===== src/rtl/npu_spi_cmd_parser_if.sv =====
`default_nettype none
// ============================================================================
// Module   : npu_spi_cmd_parser_if
// Purpose  : Bundles the SPI byte-shifter, NPU buffer and NPU core signals
//            seen by the command parser. The parser uses the slave modport;
//            the surrounding system (shifter, buffer, core) uses master.
// Revision : 1.0 - initial release
// ============================================================================
interface npu_spi_cmd_parser_if #(
    parameter int ADDR_W = 10
);
    // Byte shifter side
    logic              rx_valid;
    logic [7:0]        rx_byte;
    logic              frame_end;
    logic              tx_next;
    logic [7:0]        tx_byte;
    // NPU buffer side
    logic              mem_we;
    logic              mem_re;
    logic [ADDR_W-1:0] mem_addr;
    logic [7:0]        mem_wdata;
    logic [7:0]        mem_rdata;
    // NPU core side
    logic              npu_start;
    logic              npu_done;
    logic              done;

    modport slave (
        input  rx_valid, rx_byte, frame_end, tx_next, mem_rdata, npu_done,
        output tx_byte, mem_we, mem_re, mem_addr, mem_wdata, npu_start, done
    );

    modport master (
        output rx_valid, rx_byte, frame_end, tx_next, mem_rdata, npu_done,
        input  tx_byte, mem_we, mem_re, mem_addr, mem_wdata, npu_start, done
    );
endinterface
`default_nettype wire


===== src/rtl/npu_spi_cmd_parser.sv =====
`default_nettype none
// ============================================================================
// Module   : npu_spi_cmd_parser
// Purpose  : Decodes SPI command frames (OP, ADDR_HI, ADDR_LO, LEN, data)
//            into NPU buffer writes/reads, core start pulses and status
//            reads, and supplies the next MISO byte to the shifter.
// Revision : 1.0 - initial release
// ============================================================================
module npu_spi_cmd_parser #(
    parameter int ADDR_W = 10
) (
    input  wire                    clk,
    input  wire                    rst_n,
    npu_spi_cmd_parser_if.slave    bus
);

    localparam logic [7:0] c_OP_WRITE  = 8'h01;
    localparam logic [7:0] c_OP_READ   = 8'h02;
    localparam logic [7:0] c_OP_START  = 8'h03;
    localparam logic [7:0] c_OP_STATUS = 8'h04;

    typedef enum logic [2:0] {
        S_IDLE    = 3'd0,
        S_ADDR_HI = 3'd1,
        S_ADDR_LO = 3'd2,
        S_LEN     = 3'd3,
        S_WDATA   = 3'd4,
        S_RDATA   = 3'd5,
        S_DRAIN   = 3'd6
    } state_t;

    state_t            state_q,     state_d;
    logic              is_read_q,   is_read_d;
    logic [ADDR_W-1:0] ptr_q,       ptr_d;
    // WRITE: bytes still to write. READ: fetches still to issue after the
    // one currently in flight or presented.
    logic [8:0]        cnt_q,       cnt_d;
    // mem_rdata carries data for the strobe issued last cycle
    logic              rd_pend_q,   rd_pend_d;
    logic              busy_q,      busy_d;
    logic              done_q,      done_d;
    logic              err_q,       err_d;
    logic [7:0]        tx_byte_q,   tx_byte_d;
    logic              mem_we_q,    mem_we_d;
    logic              mem_re_q,    mem_re_d;
    logic [ADDR_W-1:0] mem_addr_q,  mem_addr_d;
    logic [7:0]        mem_wdata_q, mem_wdata_d;
    logic              npu_start_q, npu_start_d;

    logic [ADDR_W-1:0] ptr_inc;

    assign ptr_inc = ptr_q + 1'b1;

    // State and output registers; reset drops every strobe at once
    always_ff @(posedge clk or negedge rst_n) begin
        if (!rst_n) begin
            state_q     <= S_IDLE;
            is_read_q   <= 1'b0;
            ptr_q       <= '0;
            cnt_q       <= '0;
            rd_pend_q   <= 1'b0;
            busy_q      <= 1'b0;
            done_q      <= 1'b0;
            err_q       <= 1'b0;
            tx_byte_q   <= '0;
            mem_we_q    <= 1'b0;
            mem_re_q    <= 1'b0;
            mem_addr_q  <= '0;
            mem_wdata_q <= '0;
            npu_start_q <= 1'b0;
        end else begin
            state_q     <= state_d;
            is_read_q   <= is_read_d;
            ptr_q       <= ptr_d;
            cnt_q       <= cnt_d;
            rd_pend_q   <= rd_pend_d;
            busy_q      <= busy_d;
            done_q      <= done_d;
            err_q       <= err_d;
            tx_byte_q   <= tx_byte_d;
            mem_we_q    <= mem_we_d;
            mem_re_q    <= mem_re_d;
            mem_addr_q  <= mem_addr_d;
            mem_wdata_q <= mem_wdata_d;
            npu_start_q <= npu_start_d;
        end
    end

    // Frame decode, buffer strobes, MISO byte selection and status flags
    always_comb begin
        state_d     = state_q;
        is_read_d   = is_read_q;
        ptr_d       = ptr_q;
        cnt_d       = cnt_q;
        rd_pend_d   = 1'b0;
        busy_d      = busy_q;
        done_d      = done_q;
        err_d       = err_q;
        tx_byte_d   = tx_byte_q;
        mem_we_d    = 1'b0;
        mem_re_d    = 1'b0;
        mem_addr_d  = mem_addr_q;
        mem_wdata_d = mem_wdata_q;
        npu_start_d = 1'b0;

        // Core completion; a START accepted in the same cycle overrides below
        if (bus.npu_done) begin
            busy_d = 1'b0;
            done_d = 1'b1;
        end

        if (bus.frame_end) begin
            // Frame end beats any byte arriving in the same cycle
            state_d   = S_IDLE;
            tx_byte_d = 8'h00;
        end else begin
            case (state_q)
                S_IDLE: begin
                    if (bus.rx_valid) begin
                        case (bus.rx_byte)
                            c_OP_WRITE: begin
                                is_read_d = 1'b0;
                                state_d   = S_ADDR_HI;
                            end
                            c_OP_READ: begin
                                is_read_d = 1'b1;
                                state_d   = S_ADDR_HI;
                            end
                            c_OP_START: begin
                                npu_start_d = 1'b1;
                                done_d      = 1'b0;
                                err_d       = 1'b0;
                                busy_d      = 1'b1;
                                state_d     = S_DRAIN;
                            end
                            c_OP_STATUS: begin
                                tx_byte_d = {5'b0, err_q, busy_q, done_q};
                                state_d   = S_DRAIN;
                            end
                            default: begin
                                err_d   = 1'b1;
                                state_d = S_DRAIN;
                            end
                        endcase
                    end
                end
                S_ADDR_HI: begin
                    if (bus.rx_valid) begin
                        // High byte lands above bit 8; bits beyond ADDR_W drop out
                        ptr_d   = ADDR_W'({bus.rx_byte, 8'h00});
                        state_d = S_ADDR_LO;
                    end
                end
                S_ADDR_LO: begin
                    if (bus.rx_valid) begin
                        ptr_d   = ptr_q | ADDR_W'(bus.rx_byte);
                        state_d = S_LEN;
                    end
                end
                S_LEN: begin
                    if (bus.rx_valid) begin
                        if (is_read_q) begin
                            // First fetch goes out immediately
                            cnt_d      = {1'b0, bus.rx_byte};
                            mem_re_d   = 1'b1;
                            mem_addr_d = ptr_q;
                            state_d    = S_RDATA;
                        end else begin
                            cnt_d   = {1'b0, bus.rx_byte} + 9'd1;
                            state_d = S_WDATA;
                        end
                    end
                end
                S_WDATA: begin
                    if (bus.rx_valid) begin
                        mem_we_d    = 1'b1;
                        mem_addr_d  = ptr_q;
                        mem_wdata_d = bus.rx_byte;
                        ptr_d       = ptr_inc;
                        cnt_d       = cnt_q - 9'd1;
                        if (cnt_q == 9'd1) begin
                            state_d = S_DRAIN;
                        end
                    end
                end
                S_RDATA: begin
                    rd_pend_d = mem_re_q;
                    if (rd_pend_q) begin
                        tx_byte_d = bus.mem_rdata;
                    end
                    if (bus.tx_next) begin
                        if (cnt_q != 9'd0) begin
                            ptr_d      = ptr_inc;
                            cnt_d      = cnt_q - 9'd1;
                            mem_re_d   = 1'b1;
                            mem_addr_d = ptr_inc;
                        end else begin
                            tx_byte_d = 8'h00;
                        end
                    end
                end
                S_DRAIN: begin
                    // A status byte is no longer pending once the shifter took it
                    if (bus.tx_next) begin
                        tx_byte_d = 8'h00;
                    end
                end
                default: begin
                    state_d = S_IDLE;
                end
            endcase
        end
    end

    assign bus.tx_byte   = tx_byte_q;
    assign bus.mem_we    = mem_we_q;
    assign bus.mem_re    = mem_re_q;
    assign bus.mem_addr  = mem_addr_q;
    assign bus.mem_wdata = mem_wdata_q;
    assign bus.npu_start = npu_start_q;
    assign bus.done      = done_q;

endmodule
`default_nettype wire

===== src/flat_wrapper.sv =====
// flat-port wrapper written by rule: the top's interface ports become plain ports
module npu_spi_cmd_parser_flat 
#(
    parameter int ADDR_W = 10
)
  (clk, rst_n, bus_rx_valid, bus_rx_byte, bus_frame_end, bus_tx_next, bus_mem_rdata, bus_npu_done, bus_tx_byte, bus_mem_we, bus_mem_re, bus_mem_addr, bus_mem_wdata, bus_npu_start, bus_done);
  npu_spi_cmd_parser_if #(.ADDR_W(ADDR_W)) bus_i ();
  input  wire clk;
  input  wire rst_n;
  input wire logic [$bits(bus_i.rx_valid)-1:0] bus_rx_valid;
  input wire logic [$bits(bus_i.rx_byte)-1:0] bus_rx_byte;
  input wire logic [$bits(bus_i.frame_end)-1:0] bus_frame_end;
  input wire logic [$bits(bus_i.tx_next)-1:0] bus_tx_next;
  input wire logic [$bits(bus_i.mem_rdata)-1:0] bus_mem_rdata;
  input wire logic [$bits(bus_i.npu_done)-1:0] bus_npu_done;
  output wire logic [$bits(bus_i.tx_byte)-1:0] bus_tx_byte;
  output wire logic [$bits(bus_i.mem_we)-1:0] bus_mem_we;
  output wire logic [$bits(bus_i.mem_re)-1:0] bus_mem_re;
  output wire logic [$bits(bus_i.mem_addr)-1:0] bus_mem_addr;
  output wire logic [$bits(bus_i.mem_wdata)-1:0] bus_mem_wdata;
  output wire logic [$bits(bus_i.npu_start)-1:0] bus_npu_start;
  output wire logic [$bits(bus_i.done)-1:0] bus_done;
  assign bus_i.rx_valid = bus_rx_valid;
  assign bus_i.rx_byte = bus_rx_byte;
  assign bus_i.frame_end = bus_frame_end;
  assign bus_i.tx_next = bus_tx_next;
  assign bus_i.mem_rdata = bus_mem_rdata;
  assign bus_i.npu_done = bus_npu_done;
  assign bus_tx_byte = bus_i.tx_byte;
  assign bus_mem_we = bus_i.mem_we;
  assign bus_mem_re = bus_i.mem_re;
  assign bus_mem_addr = bus_i.mem_addr;
  assign bus_mem_wdata = bus_i.mem_wdata;
  assign bus_npu_start = bus_i.npu_start;
  assign bus_done = bus_i.done;
  npu_spi_cmd_parser #(.ADDR_W(ADDR_W)) u_core (.clk(clk), .rst_n(rst_n), .bus(bus_i));
endmodule

===== config.mk =====
export PLATFORM = sky130hd
export DESIGN_NAME = npu_spi_cmd_parser_flat
export DESIGN_NICKNAME = d
export VERILOG_FILES = /design/src/rtl/npu_spi_cmd_parser_if.sv /design/src/rtl/npu_spi_cmd_parser.sv /design/src/flat_wrapper.sv
export SDC_FILE = /design/constraint.sdc
export NUM_CORES = 1
export LEC_CHECK = 0
export BUFFER_PORTS_ARGS = -buffer_cell sky130_fd_sc_hd__buf_2
export CORE_AREA = 2 2 120 122
export CTS_CLUSTER_SIZE = 12
export DETAILED_ROUTE_END_ITERATION = 8
export DIE_AREA = 0 0 122 124
export HOLD_SLACK_MARGIN = 0.06
export PLACE_DENSITY = 0.52
export SYNTH_ARGS = -nofsm -noshare
export SYNTH_HDL_FRONTEND = slang
export SYNTH_SLANG_ARGS = --single-unit

===== constraint.sdc =====
create_clock -name clk -period 1.88 [get_ports clk]
set_input_delay 0.188 -clock clk [delete_from_list [all_inputs] [get_ports clk]]
set_output_delay 0.188 -clock clk [all_outputs]
set_load 0.005 [all_outputs]

* Word level (Yosys, flattened, before mapping)
Cells that the tools add are included.
** Storage, ports and cells
- Flip-flop bits (word level) :: 56
- Input bits :: 22
- Output and inout bits :: 30
- Word-level logic and storage cells :: 125
** Operators by class
- Add/sub/neg operators :: 3
- Eq/ne operators :: 27
- Muxes and demuxes :: 61
- Bitwise gates (word level) :: 3
- Reductions and logical operators :: 17
** Operator list (number)
- 10-bit 2-to-1 mux :: 8
- 8-bit 2-to-1 mux :: 7
- 9-bit 2-to-1 mux :: 5
- 10-bit one-hot mux with 4 select lines :: 1
- 10-bit one-hot mux with 3 select lines :: 1
- 9-bit one-hot mux with 3 select lines :: 1
- 1-bit 2-to-1 mux :: 25
- 3-bit 2-to-1 mux :: 8
- 8-bit one-hot mux with 3 select lines :: 1
- 3-bit != test, second input constant :: 7
- 7-bit AND reduction :: 3
- 3-bit one-hot mux with 6 select lines :: 1
- 8-bit by 2-bit == test with 1-bit output, second input constant :: 2
- 4-bit AND reduction :: 3
- 10-bit by 1-bit adder with 10-bit output, second input constant :: 1
- 2-bit != test, second input constant :: 5
- 10-bit by 8-bit bitwise OR with 10-bit output :: 1
- 8-bit by 1-bit adder with 9-bit output, second input constant :: 1
- 3-bit == test, second input constant :: 3
- 9-bit by 1-bit == test with 1-bit output, second input constant :: 1
- 9-bit nonzero test :: 1
- 9-bit by 1-bit subtractor with 9-bit output, second input constant :: 1
- 8-bit by 1-bit == test with 1-bit output, second input constant :: 1
- 8-bit by 3-bit == test with 1-bit output, second input constant :: 1
- other kinds (14) :: 22

* Logic depth before layout (Yosys ltp)
- Depth after elaboration :: 6
- Gate-level depth with buffers :: 8
- Mapped depth without buffers :: 7

* Worst setup path after synthesis
Ideal clock, no wire load.
- Path type :: flip-flop to flip-flop
- Start point :: reg u_core.cnt_q[0]
- End point :: reg u_core.cnt_q[8]
- Library setup time :: 0.121 ns
- Data arrival time :: 1.782 ns
- Data required time :: 1.759 ns
- Path slack :: -0.023 ns
- Cell stages (with the launch flop) :: 8
- Path buffers :: 0
- Period minus slack after synthesis :: 1.903 ns
- Path through :: dfrtp_1 -> inv_1 -> ha_1 -> or3b_2 -> nor3_1 -> a21o_1 -> nand2_1 -> a22o_1
** On the way
- Word-level cells in the longest chain between the ends :: 4
- Elaborated cells on any way between the ends :: 8
- Those cells by class :: add/sub: 1; eq/ne: 1; mux: 4; reduce/logical: 2
** Ends and longest elaborated chain
- from (decl) :: RTL line npu_spi_cmd_parser.sv:37 : logic [8:0] cnt_q, cnt_d;
- from (signal assigned) :: RTL line npu_spi_cmd_parser.sv:75 : cnt_q <= cnt_d;
- 9-bit by 1-bit subtractor with 9-bit output :: RTL line npu_spi_cmd_parser.sv:180, npu_spi_cmd_parser.sv:194
- 9-bit 2-to-1 mux :: RTL line npu_spi_cmd_parser.sv:192 : if (cnt_q != 9'd0) begin
- 9-bit 2-to-1 mux :: RTL line npu_spi_cmd_parser.sv:191 : if (bus.tx_next) begin
- 9-bit one-hot mux with 3 select lines :: RTL line npu_spi_cmd_parser.sv:117 : case (state_q)
Parallel ways exist; a longest one is shown, timed or not. The select of a mux whose other input is x is not followed.
A chain may end at the register's enable or synchronous reset.

* Final worst setup path
- Start point :: reg u_core.cnt_q[5]
- End point :: reg u_core.mem_addr_q[8], in the netlist u_core.bus.mem_addr[8]
** On the way
- Word-level cells in the longest chain between the ends :: 3
** Ends and longest elaborated chain
- 9-bit nonzero test :: RTL line npu_spi_cmd_parser.sv:192
- 2-bit by 1-bit != test with 1-bit output (no line)
- 7-bit AND reduction (no line)
- to (signal assigned) :: RTL line npu_spi_cmd_parser.sv:83 : mem_addr_q <= mem_addr_d;
- to (decl) :: RTL line npu_spi_cmd_parser.sv:46 : logic [ADDR_W-1:0] mem_addr_q, mem_addr_d;
No other way between the ends.

==> run metrics <==
Slew @ Worst Pin=0.570 ns; Unique masters post-synth=62; syn nets=400; FF-to-FF Start=u_core.cnt_q[5]; first-pass GRT wire length=approximately 16 mm; residual DRC count=0; Area Growth Syn to Fin=27.9%; initial antenna violation count=0; Synth Instances=370; die area=0.0151 sq mm; Syn Area/Cell=9.19 sq um; Yosys warnings=0; Multi-input gate area=0.00192 sq mm; Worst Setup SP=u_core.cnt_q[5]; Starting DRT DRC Count=between 150 and 200; final-stage net count=478; worst reg-to-reg path cell count=5; R2R Path End=u_core.bus.mem_addr[8]; Tightest Hold Check Type=input port to register; worst path bufs/invs=0; Initial Util=about 25%; vias post-DR=3060; Pwr Density=just under 1000 mW/mm^2; Wirelength per Cell=15.0 um; share of cells above drive strength 1=31.8%; synthesized flop and latch total=56; largest net degree at the start of global routing=57; clock sink count=56; Post-synth EDFFs=0; register-to-register setup slack=0.002 ns; CP max-delay cell=nor4_4; drt pass-1 iters=4; Setup TNS=0 ns; RSZ-0062 raised after global routing=yes; Worst Setup EP=u_core.bus.mem_addr[8]; diode count=0; Critical Path End Type=register; Placement Setup Slack=-0.151 ns; Core ar.=about 0.014 sq mm; Final setup viols=0; min Tclk post-route=1.88 ns; status=finished clean; final slew viol count=0; sequential area share after synthesis=41.2%; WP data required=2.07 ns; IO Pins=52; Post-Syn Area=0.00340 sq mm; Placed Area=0.00410 sq mm; arrival time at the worst endpoint=2.07 ns; Levels on crit path=5; DR vias/cell=4.86; gr ovfl total=0; Post-synth top flop=dfrtp_1; Die H=124 um; CTS tree=done; CTS H-Tree Depth=2; clk slew on worst S/H paths=around 0.08 ns; Die Wd=122 um; skew final=0.00954 ns; Startpoint Class=register; period utilisation layout=approximately 100%; Clock Path Buffers=2; Critical Path Max Stage Delay=0.43 ns; sequential cell area=0.00140 sq mm; drt total wl=9.45 mm; routability cong.=0.852; hpwl dp=7.02 mm; Fmax achieved=0.533 GHz; Port Buf Inserts=51; slew margin rel.=61.7%; worst hold stages=3; Clock Latency Late Sink=0.30 ns; clock root cell=clkbuf_16; total CTS buffers=5; leakage=1.95 nW; final hold violations=0; crit path cell chain=nor4_4 > nand3_4 > o21a_2 > nand2_4 > mux2_2; Antenna Nets Post-Route=0; Worst Path Max Fanout=9; Max-Cap Viols=0; post-route cell area=0.00435 sq mm; Peak VDD IR=432 uV; cell family with most CP delay=simple AND/OR/NAND/NOR gates; Final WS setup=0.00230 ns; Crit Path Class=register to register; vias in the first global route=between 3000 and 4000; asr flop ratio synth=100%; gr usage total=between 10% and 20%; Fillers=1446; site row count=43
synth_stat cells, types with 2 or more instances:
cell | number | area share [%]
dfrtp_1 | 56 | 41
nand2_1 | 41 | 4.5
nor2_1 | 32 | 3.5
o21ai_0 | 26 | 3.8
mux2_2 | 18 | 6.0
inv_1 | 14 | 1.5
a21oi_1 | 13 | 1.9
nand3_1 | 13 | 1.9
nor3_1 | 12 | 1.8
clkbuf_1 | 10 | 1.1
xor2_1 | 10 | 2.6
nand2b_1 | 9 | 1.7
buf_2 | 8 | 1.2
ha_1 | 8 | 2.9
a22oi_1 | 7 | 1.5
a31oi_1 | 6 | 1.1
xnor2_1 | 6 | 1.5
a21o_1 | 4 | 0.88
a22o_1 | 4 | 1.0
a32o_1 | 4 | 1.2
nor2b_1 | 4 | 0.74
or3_1 | 4 | 0.74
a211oi_1 | 3 | 0.66
a221oi_1 | 3 | 0.77
a41oi_1 | 3 | 0.77
and3_1 | 3 | 0.55
buf_1 | 3 | 0.33
nand4_1 | 3 | 0.55
nand4b_1 | 3 | 0.77
o22ai_1 | 3 | 0.55
mux2i_1 | 2 | 0.59
nor3b_1 | 2 | 0.44
o21a_1 | 2 | 0.44
o21ai_1 | 2 | 0.29
o2bb2ai_1 | 2 | 0.52
metrics by stage:
stage | instances | hold WS, ns | utilization (%) | total power, mW
global route | 629 | 0.133 | 31.7 | 4.50
detailed placement | 619 | 0.218 | 29.9 | 3.17
floorplan | 370 | -0.108 | - | 2.57
global placement | 619 | 0.216 | 29.9 | 3.15
finish | 629 | 0.125 | 31.7 | 4.18
CTS | 628 | 0.120 | 31.2 | 4.19
tightest hold or removal path, cell delays in order:
cell,delay (ns)
buf_2,0.09
nor2_1,0.03
nor2_1,0.07
state kept, by name (all words and copies together), names as in the netlist:
signal and flops:
u_core.is_read_q 1, u_core.cnt_q 9, u_core.err_q 1, u_core.rd_pend_q 1
u_core.bus.npu_start 1, u_core.bus.done 1, u_core.state_q 3, u_core.bus.mem_re 1
u_core.ptr_q 10, u_core.bus.tx_byte 8, u_core.bus.mem_addr 10, u_core.bus.mem_wdata 8
u_core.busy_q 1, u_core.bus.mem_we 1
placed cells by master (no fill, tap or decap), drive strengths merged, types with 7 or more instances in the layout:
cell	Yosys	layout
nand2b	9	9
buf	13	93
nor2	32	32
o21ai	28	28
mux2	19	19
nand2	42	42
dfrtp	56	56
nor3	13	13
xor2	10	10
nand3	14	14
ha	8	8
a22oi	7	7
inv	14	16
a21oi	13	13
worst min-delay path by stage:
| stage | from | endpoint | slack, ns |
|---|---|---|---|
| 2_1_floorplan | rst_n | u_core.bus.done | -0.11 |
| 3_3_place_gp | rst_n | u_core.bus.mem_wdata[5] | 0.22 |
| 3_5_place_dp | rst_n | u_core.bus.mem_wdata[5] | 0.22 |
| 4_1_cts | bus_npu_done | u_core.bus.done | 0.12 |
| 5_1_grt | bus_npu_done | u_core.bus.done | 0.13 |
| 6_report | bus_npu_done | u_core.bus.done | 0.13 |
logic make-up after synthesis:
group,Yosys count,synth area share [%]
fa+ha+maj,8,2.94
simple gates,138,21.2
flops,56,41.2
compound gates,94,18.9
mux,21,6.88
xor+xnor,16,4.12
buf+inv,37,4.71
power by group:
group | leakage [nW] | switching [mW] | internal (mW)
clock network | 0.0708 | 0.464 | 0.505
registers | 0.708 | 0.292 | 1.53
logic | 1.17 | 0.698 | 0.694
layout make-up:
| class | instances | area share, % |
|---|---|---|
| Clock buffer | 5 | 2.88 |
| Tap cell | 180 | 5.18 |
| Sequential cell | 56 | 32.2 |
| Multi-Input combinational cell | 277 | 44.2 |
| Inverter | 14 | 1.21 |
| Timing Repair Buffer | 94 | 13.7 |
| Clock inverter | 3 | 0.575 |
what timing repair did:
action                     4_1_cts  5_1_grt
pin swaps                        0        2
setup buffers                    0        1
setup endpoints to repair        9       31
gates resized for setup          5       14
hold endpoints to repair        56        0
hold buffers                     1        0
routing by layer:
layer / share of wire (%) / vias up / track usage (%)
li1: - / 1485 / -
met1: 48 / 1501 / 16.8
met2: 47 / 64 / 22.8
met3: 4.5 / 10 / 2.79
met4: 1.4 / 0 / 4.09
met5: 0 / - / 0
Power figures use the tool's default switching activity.
